===== src/rtl/cpu_pkg.sv =====
// Shared CPU-side definitions: instruction width, the NOP encoding and the
// boot loader state enum.
package cpu_pkg;

    localparam int INSTR_W = 16;
    localparam logic [INSTR_W-1:0] NOP_INSTR = 16'h0000;

    typedef enum logic [2:0] {
        S_IDLE,
        S_HDR,
        S_HI,
        S_LO,
        S_CHK,
        S_RUN,
        S_ERR
    } ld_state_e;

endpackage


===== src/rtl/imem_loader_if.sv =====
// Boot byte-stream port: load request pulse plus a valid/ready byte channel.
interface imem_loader_if;

    logic       load_req;
    logic       ld_valid;
    logic [7:0] ld_data;
    logic       ld_ready;

    modport master (output load_req, ld_valid, ld_data, input ld_ready);
    modport slave  (input load_req, ld_valid, ld_data, output ld_ready);

endinterface


===== src/rtl/imem_ram.sv =====
// Instruction RAM: synchronous write, asynchronous read, contents never cleared.
module imem_ram
    import cpu_pkg::*;
#(
    parameter int ADDR_W = 8,
    parameter int DATA_W = INSTR_W
) (
    input  logic              clk,
    input  logic              we,
    input  logic [ADDR_W-1:0] waddr,
    input  logic [DATA_W-1:0] wdata,
    input  logic [ADDR_W-1:0] raddr,
    output logic [DATA_W-1:0] rdata
);

    logic [DATA_W-1:0] mem [2**ADDR_W];

    always_ff @(posedge clk) begin
        if (we) mem[waddr] <= wdata;
    end

    assign rdata = mem[raddr];

endmodule


===== src/rtl/imem_loader.sv =====
// Boot loader: header byte N, then N big-endian 16-bit words into imem_ram;
// releases the CPU once loaded. `define CHECKSUM_EN adds a trailing XOR byte.
module imem_loader
    import cpu_pkg::*;
#(
    parameter int ADDR_W = 8
) (
    input  logic               clk,
    input  logic               reset,
    imem_loader_if.slave       ld,
    input  logic [ADDR_W-1:0]  PC,
    output logic [INSTR_W-1:0] IR,
    output logic               cpu_reset,
    output logic               busy,
    output logic               err,
    output logic [ADDR_W:0]    word_count
);

    localparam int DEPTH = 2**ADDR_W;

    ld_state_e          state;
    logic [ADDR_W-1:0]  addr;
    logic [ADDR_W:0]    n_words;
    logic [7:0]         hi_byte;
    logic [ADDR_W:0]    hdr_n;
    logic               last_word;
    logic               we;
    logic [INSTR_W-1:0] rdata;

`ifdef CHECKSUM_EN
    logic [7:0] xsum;
    logic       err_q;
    assign err = err_q;
`else
    assign err = 1'b0;
`endif

    assign busy        = (state == S_HDR) || (state == S_HI) || (state == S_LO) || (state == S_CHK);
    assign ld.ld_ready = busy && !ld.load_req;
    // Header 0 encodes a full-depth program.
    assign hdr_n       = (ld.ld_data == 8'd0) ? (ADDR_W+1)'(DEPTH) : (ADDR_W+1)'(ld.ld_data);
    assign last_word   = ({1'b0, addr} == n_words - 1'b1);
    assign we          = (state == S_LO) && ld.ld_valid && ld.ld_ready;

    always_ff @(posedge clk or negedge reset) begin
        if (!reset) begin
            state      <= S_IDLE;
            cpu_reset  <= 1'b1;
            word_count <= '0;
            n_words    <= '0;
            addr       <= '0;
            hi_byte    <= '0;
`ifdef CHECKSUM_EN
            xsum       <= '0;
            err_q      <= 1'b0;
`endif
        end else if (ld.load_req) begin
            // Restart from any state; a byte offered this cycle is dropped.
            state      <= S_HDR;
            cpu_reset  <= 1'b1;
            word_count <= '0;
`ifdef CHECKSUM_EN
            err_q      <= 1'b0;
`endif
        end else begin
            case (state)
                S_HDR: if (ld.ld_valid) begin
                    n_words <= hdr_n;
                    addr    <= '0;
`ifdef CHECKSUM_EN
                    xsum    <= '0;
`endif
                    state   <= S_HI;
                end
                S_HI: if (ld.ld_valid) begin
                    hi_byte <= ld.ld_data;
`ifdef CHECKSUM_EN
                    xsum    <= xsum ^ ld.ld_data;
`endif
                    state   <= S_LO;
                end
                S_LO: if (ld.ld_valid) begin
                    addr <= addr + 1'b1;
`ifdef CHECKSUM_EN
                    xsum <= xsum ^ ld.ld_data;
                    state <= last_word ? S_CHK : S_HI;
`else
                    if (last_word) begin
                        state      <= S_RUN;
                        word_count <= n_words;
                    end else begin
                        state      <= S_HI;
                    end
`endif
                end
`ifdef CHECKSUM_EN
                S_CHK: if (ld.ld_valid) begin
                    if (ld.ld_data == xsum) begin
                        state      <= S_RUN;
                        word_count <= n_words;
                    end else begin
                        state      <= S_ERR;
                        err_q      <= 1'b1;
                        word_count <= '0;
                    end
                end
`endif
                S_RUN: cpu_reset <= 1'b0;
                default: ;
            endcase
        end
    end

    imem_ram #(.ADDR_W(ADDR_W), .DATA_W(INSTR_W)) u_ram (
        .clk   (clk),
        .we    (we),
        .waddr (addr),
        .wdata ({hi_byte, ld.ld_data}),
        .raddr (PC),
        .rdata (rdata)
    );

    // Reads past the loaded program return NOP so the CPU never sees stale words.
    assign IR = ((state == S_RUN) && ({1'b0, PC} < word_count)) ? rdata : NOP_INSTR;

endmodule


===== src/flat_wrapper.sv =====
// flat-port wrapper written by rule: the top's interface ports become plain ports
module imem_loader_flat import cpu_pkg::*;
#(
    parameter int ADDR_W = 8
)
  (clk, reset, PC, IR, cpu_reset, busy, err, word_count, ld_load_req, ld_ld_valid, ld_ld_data, ld_ld_ready);
  imem_loader_if ld_i ();
  input  logic clk;
  input  logic reset;
  input  logic [ADDR_W-1:0] PC;
  output logic [INSTR_W-1:0] IR;
  output logic cpu_reset;
  output logic busy;
  output logic err;
  output logic [ADDR_W:0] word_count;
  input wire logic [$bits(ld_i.load_req)-1:0] ld_load_req;
  input wire logic [$bits(ld_i.ld_valid)-1:0] ld_ld_valid;
  input wire logic [$bits(ld_i.ld_data)-1:0] ld_ld_data;
  output wire logic [$bits(ld_i.ld_ready)-1:0] ld_ld_ready;
  assign ld_i.load_req = ld_load_req;
  assign ld_i.ld_valid = ld_ld_valid;
  assign ld_i.ld_data = ld_ld_data;
  assign ld_ld_ready = ld_i.ld_ready;
  imem_loader #(.ADDR_W(ADDR_W)) u_core (.clk(clk), .reset(reset), .ld(ld_i), .PC(PC), .IR(IR), .cpu_reset(cpu_reset), .busy(busy), .err(err), .word_count(word_count));
endmodule

===== config.mk =====
export PLATFORM = sky130hd
export DESIGN_NAME = imem_loader_flat
export DESIGN_NICKNAME = d
export VERILOG_FILES = /design/src/rtl/cpu_pkg.sv /design/src/rtl/imem_loader_if.sv /design/src/rtl/imem_ram.sv /design/src/rtl/imem_loader.sv /design/src/flat_wrapper.sv
export SDC_FILE = /design/constraint.sdc
export NUM_CORES = 2
export LEC_CHECK = 0
export CAP_MARGIN = 0
export CORE_MARGIN = 2
export CORE_UTILIZATION = 40
export CTS_BUF_LIST = sky130_fd_sc_hd__clkbuf_8
export DETAILED_ROUTE_END_ITERATION = 12
export DONT_BUFFER_PORTS = 1
export SETUP_SLACK_MARGIN = 0.4
export SLEW_MARGIN = 15
export SYNTH_ARGS = -nofsm -noshare
export SYNTH_HDL_FRONTEND = slang
export SYNTH_SLANG_ARGS = --single-unit

===== constraint.sdc =====
create_clock -name clk -period 4.6 [get_ports clk]
set_input_delay 1.15 -clock clk [delete_from_list [all_inputs] [get_ports clk]]
set_output_delay 1.15 -clock clk [all_outputs]
set_load 0.01 [all_outputs]

==> run metrics <==
status complete, but fails checks; failing checks slew limit, setup timing; crit path from PC[2]; post-synthesis cell type count 85; GRT Util Overall 0.251; Layout fillers ~33000; Antenna Nets Post-Route 0; Area Growth Syn to Fin 19.1%; drc violations 0; clock sinks ~4100; Tcrit/Tclk final 1.35; highest clock rate about 0.16 GHz; max-cap viol count 0; synth top area cells edfxtp_1 (76%), mux4_2 (8.3%), mux2i_1 (5.2%); Slew headroom -0.0320; die width about 640 microns; Clk Latency, worst-skew pair 1.23 ns; I/O Buffers 0; H-tree Lvls 6; Worst EP required between 3 and 4 ns; fin worst setup slack -1.59 ns; die span in y roughly 640 microns; Worst setup EP type output port; largest net degree at the start of global routing roughly 280; Clock Path Buffers 4; routability cong. roughly 0.84; startpoint types input port; Yosys Warn Count 0; Register Area about 120000 sq um; WL/cell between 30 and 40 microns; # setup viols final 16; met1 Track Usage GR 0.341; CP delay by family, top buffers and inverters; TritonCTS clock tree built; Async SR Flop Fraction 0.00919; measured slew at the worst slew-check pin about 1.5 ns; sequential area share after synthesis 0.766; prevailing post-synth register cell edfxtp_1; CP Max Fanout 276; pwr dens 412 nW/um^2; top cell type's share of synthesized area 0.760; worst hold path type input port to flop; CP max stage delay between 0.6 and 0.7 ns; Overflow after GRT 0; leakage ~65 nW; FF-to-FF End u_core.u_ram.mem[54][9]; Boundary Pins slightly below 50; initial antenna violation count 31; Final HPWL DP about 290 mm; First-pass DRT Iterations 5; met3 usage 0.0608; Final Hold Vio Count 0; post-layout power ~0.079 W; post-synthesis register bit count 4134; die area a little over 400000 sq um; Placement Rows between 200 and 250; VDD IR-drop max 459 uV; Crit path arrival time roughly 5.0 ns; skew final 0.0513 ns; first-pass GRT wire length slightly above 700 mm; Worst Setup EP IR[6]; Crit. path cell count 13; Post-synth EDFFs roughly 4100; # nets final about 9500; Multi-input gate area ~37000 sq um; WP buf/inv 6; Setup CP Type input port to output port; Routed WL about 530 mm; core area ~400000 sq um; Yosys top cell by area edfxtp_1; layout cells sized above 1 0.304; worst r2r src u_core.state[2]; RSZ-0062 raised after global routing true; R2R Setup Slk 1.05 ns; via count 93200; FF-to-FF path depth 9; DP Area 176000 sq um; vias in the first global route 89700; Tmin final between 6 and 7 ns; Post-Syn Area 162000 sq um; clock tree root driver cell clkbuf_8; Worst-path clk slew roughly 0.060 ns; final core utilization 0.479; Initial Utilization 0.402; total CTS buffers around 650; drt initial violations 13300; vias per std cell about 6.0; post-synth net total approximately 8000; Slowest cell on crit path and2_4; gr busiest metal met2; Final Max Tran Viols 46; CP cell instances and2_4 -> buf_16 -> buf_12 -> a221oi_2 -> a21oi_1 -> o21ai_1 -> buf_4 -> o211ai_1 -> and4b_2 -> buf_6 -> o211ai_1 -> buf_4 -> buf_6; met2 Track Usage GR 0.393; Synth Instances a little over 8000; Post-Syn Area per Cell about 20 sq um; Final Cell Area 193000 sq um
power breakdown:
part | internal (W) | leakage (nW) | switching, W
clock | 0.0146 | 6.80 | 0.0148
combinational | 0.00208 | 20.4 | 0.00464
sequential | 0.0429 | 37.5 | 0.000455
total | 0.0596 | 64.8 | 0.0199
sequential cells by signal (all words and copies together) (netlist names):
register,flops
u_core.addr,8
u_core.state,3
u_core.hi_byte,8
u_core.u_ram.mem,4096
u_core.cpu_reset,1
u_core.n_words,9
u_core.word_count,9
layer usage:
metal / up-vias / part of all wire / wire length (microns)
met3: 971 / 0.11 / 57800
met4: 16 / 0.040 / 21200
li1: 36800 / - / -
met1: 49400 / 0.38 / 204000
met5: - / 0.00021 / 113
met2: 5950 / 0.47 / 249000
final cells by class:
cell class | count | area share
flip-flops and latches | 4134 | 0.643
inverters | 24 | 0.000642
repair buffers | 1210 | 0.0690
clock inverters | 496 | 0.0150
diodes | 22 | 0.000286
clock buffers | 657 | 0.0469
multi-input cells | 3472 | 0.190
well taps | 5405 | 0.0351
per-stage QoR:
stage                     cells  setup slack, ns  hold slack [ns]  setup TNS (ns)
final                     15400            -1.59           0.0941          -22.28
after global routing      15400            -1.17           0.0212          -16.00
after global placement    14100            -3.58            0.500          -50.08
after detailed placement  14100            -4.03            0.513          -56.71
after CTS                 15300           -0.907           0.0349          -12.78
after floorplan            8145            0.292            0.478               0
cells in the final DEF, fill, tap and decap left out, types with 35 or more instances in the layout:
cell / instances
a21oi_1: 132
nand2_1: 111
clkbuf_8: 657
nand2b_1: 41
nor2_1: 279
o31ai_1: 40
nand3_1: 52
a211oi_1: 41
mux2i_1: 841
buf_16: 65
a221oi_2: 61
edfxtp_1: 4096
mux4_2: 598
mux2_2: 39
clkinv_1: 162
buf_6: 37
a221o_1: 114
nor2_2: 119
a22oi_1: 72
a211oi_2: 35
o21ai_1: 76
inv_1: 219
nor3_1: 83
clkinv_2: 56
buf_12: 151
a221oi_1: 176
o21ai_0: 118
buf_4: 911
cells by family (layout without fill, tap and decap cells):
family,after synthesis,after routing,share of synthesized area
mux,1486,1486,0.138
fa+ha+maj,12,12,0.000928
other cells,1,23,0.0000232
xor+xnor,9,9,0.000487
simple gates,832,832,0.0232
buf+inv,539,2387,0.0199
flops,4134,4134,0.766
compound gates,1132,1132,0.0511
worst min-delay path by stage:
| stage | startpoint | end | slack (ns) | cells past startpoint |
|---|---|---|---|---|
| 6_report | ld_ld_data[4] | u_core.u_ram.mem[189][4] | 0.09 | 0 |
| 5_1_grt | ld_ld_data[4] | u_core.u_ram.mem[238][4] | 0.02 | 0 |
| 4_1_cts | ld_load_req | u_core.state[1] | 0.03 | 2 |
| 3_5_place_dp | u_core.cpu_reset | u_core.cpu_reset | 0.51 | 2 |
| 3_3_place_gp | u_core.cpu_reset | u_core.cpu_reset | 0.50 | 2 |
| 2_1_floorplan | u_core.cpu_reset | u_core.cpu_reset | 0.48 | 2 |
Yosys cell counts, types with 13 or more instances:
cell      instances
clkbuf_1        213
o21ai_1          66
mux2_2           39
nor2b_1          20
nand2_1         128
nand3_1          54
a21oi_1         164
buf_2           112
buf_6           100
a221oi_1        238
nand4_1          15
mux4_2          598
buf_1            29
o211ai_1         29
nand2b_1         43
mux2i_1         845
a211oi_1         79
a221o_1         114
a22o_1           13
o31ai_1          49
inv_1            23
dfrtp_1          37
a211o_1          14
nor3_1           95
o21ai_0         136
a22oi_1          78
nor2_1          399
edfxtp_1       4096
o22ai_1          34
a31oi_1          29
buf_4            51
nor4_1           16
timing repair:
item                                    CTS  global route
hold buffers                              3             0
endpoints found under the setup margin   16            16
resized for setup                       251           151
pin swaps                                43            47
setup buffers                            44            52
endpoints found under the hold margin    50             0
gates cloned                             64            18
No activity file was read; power rests on OpenSTA's default activity.
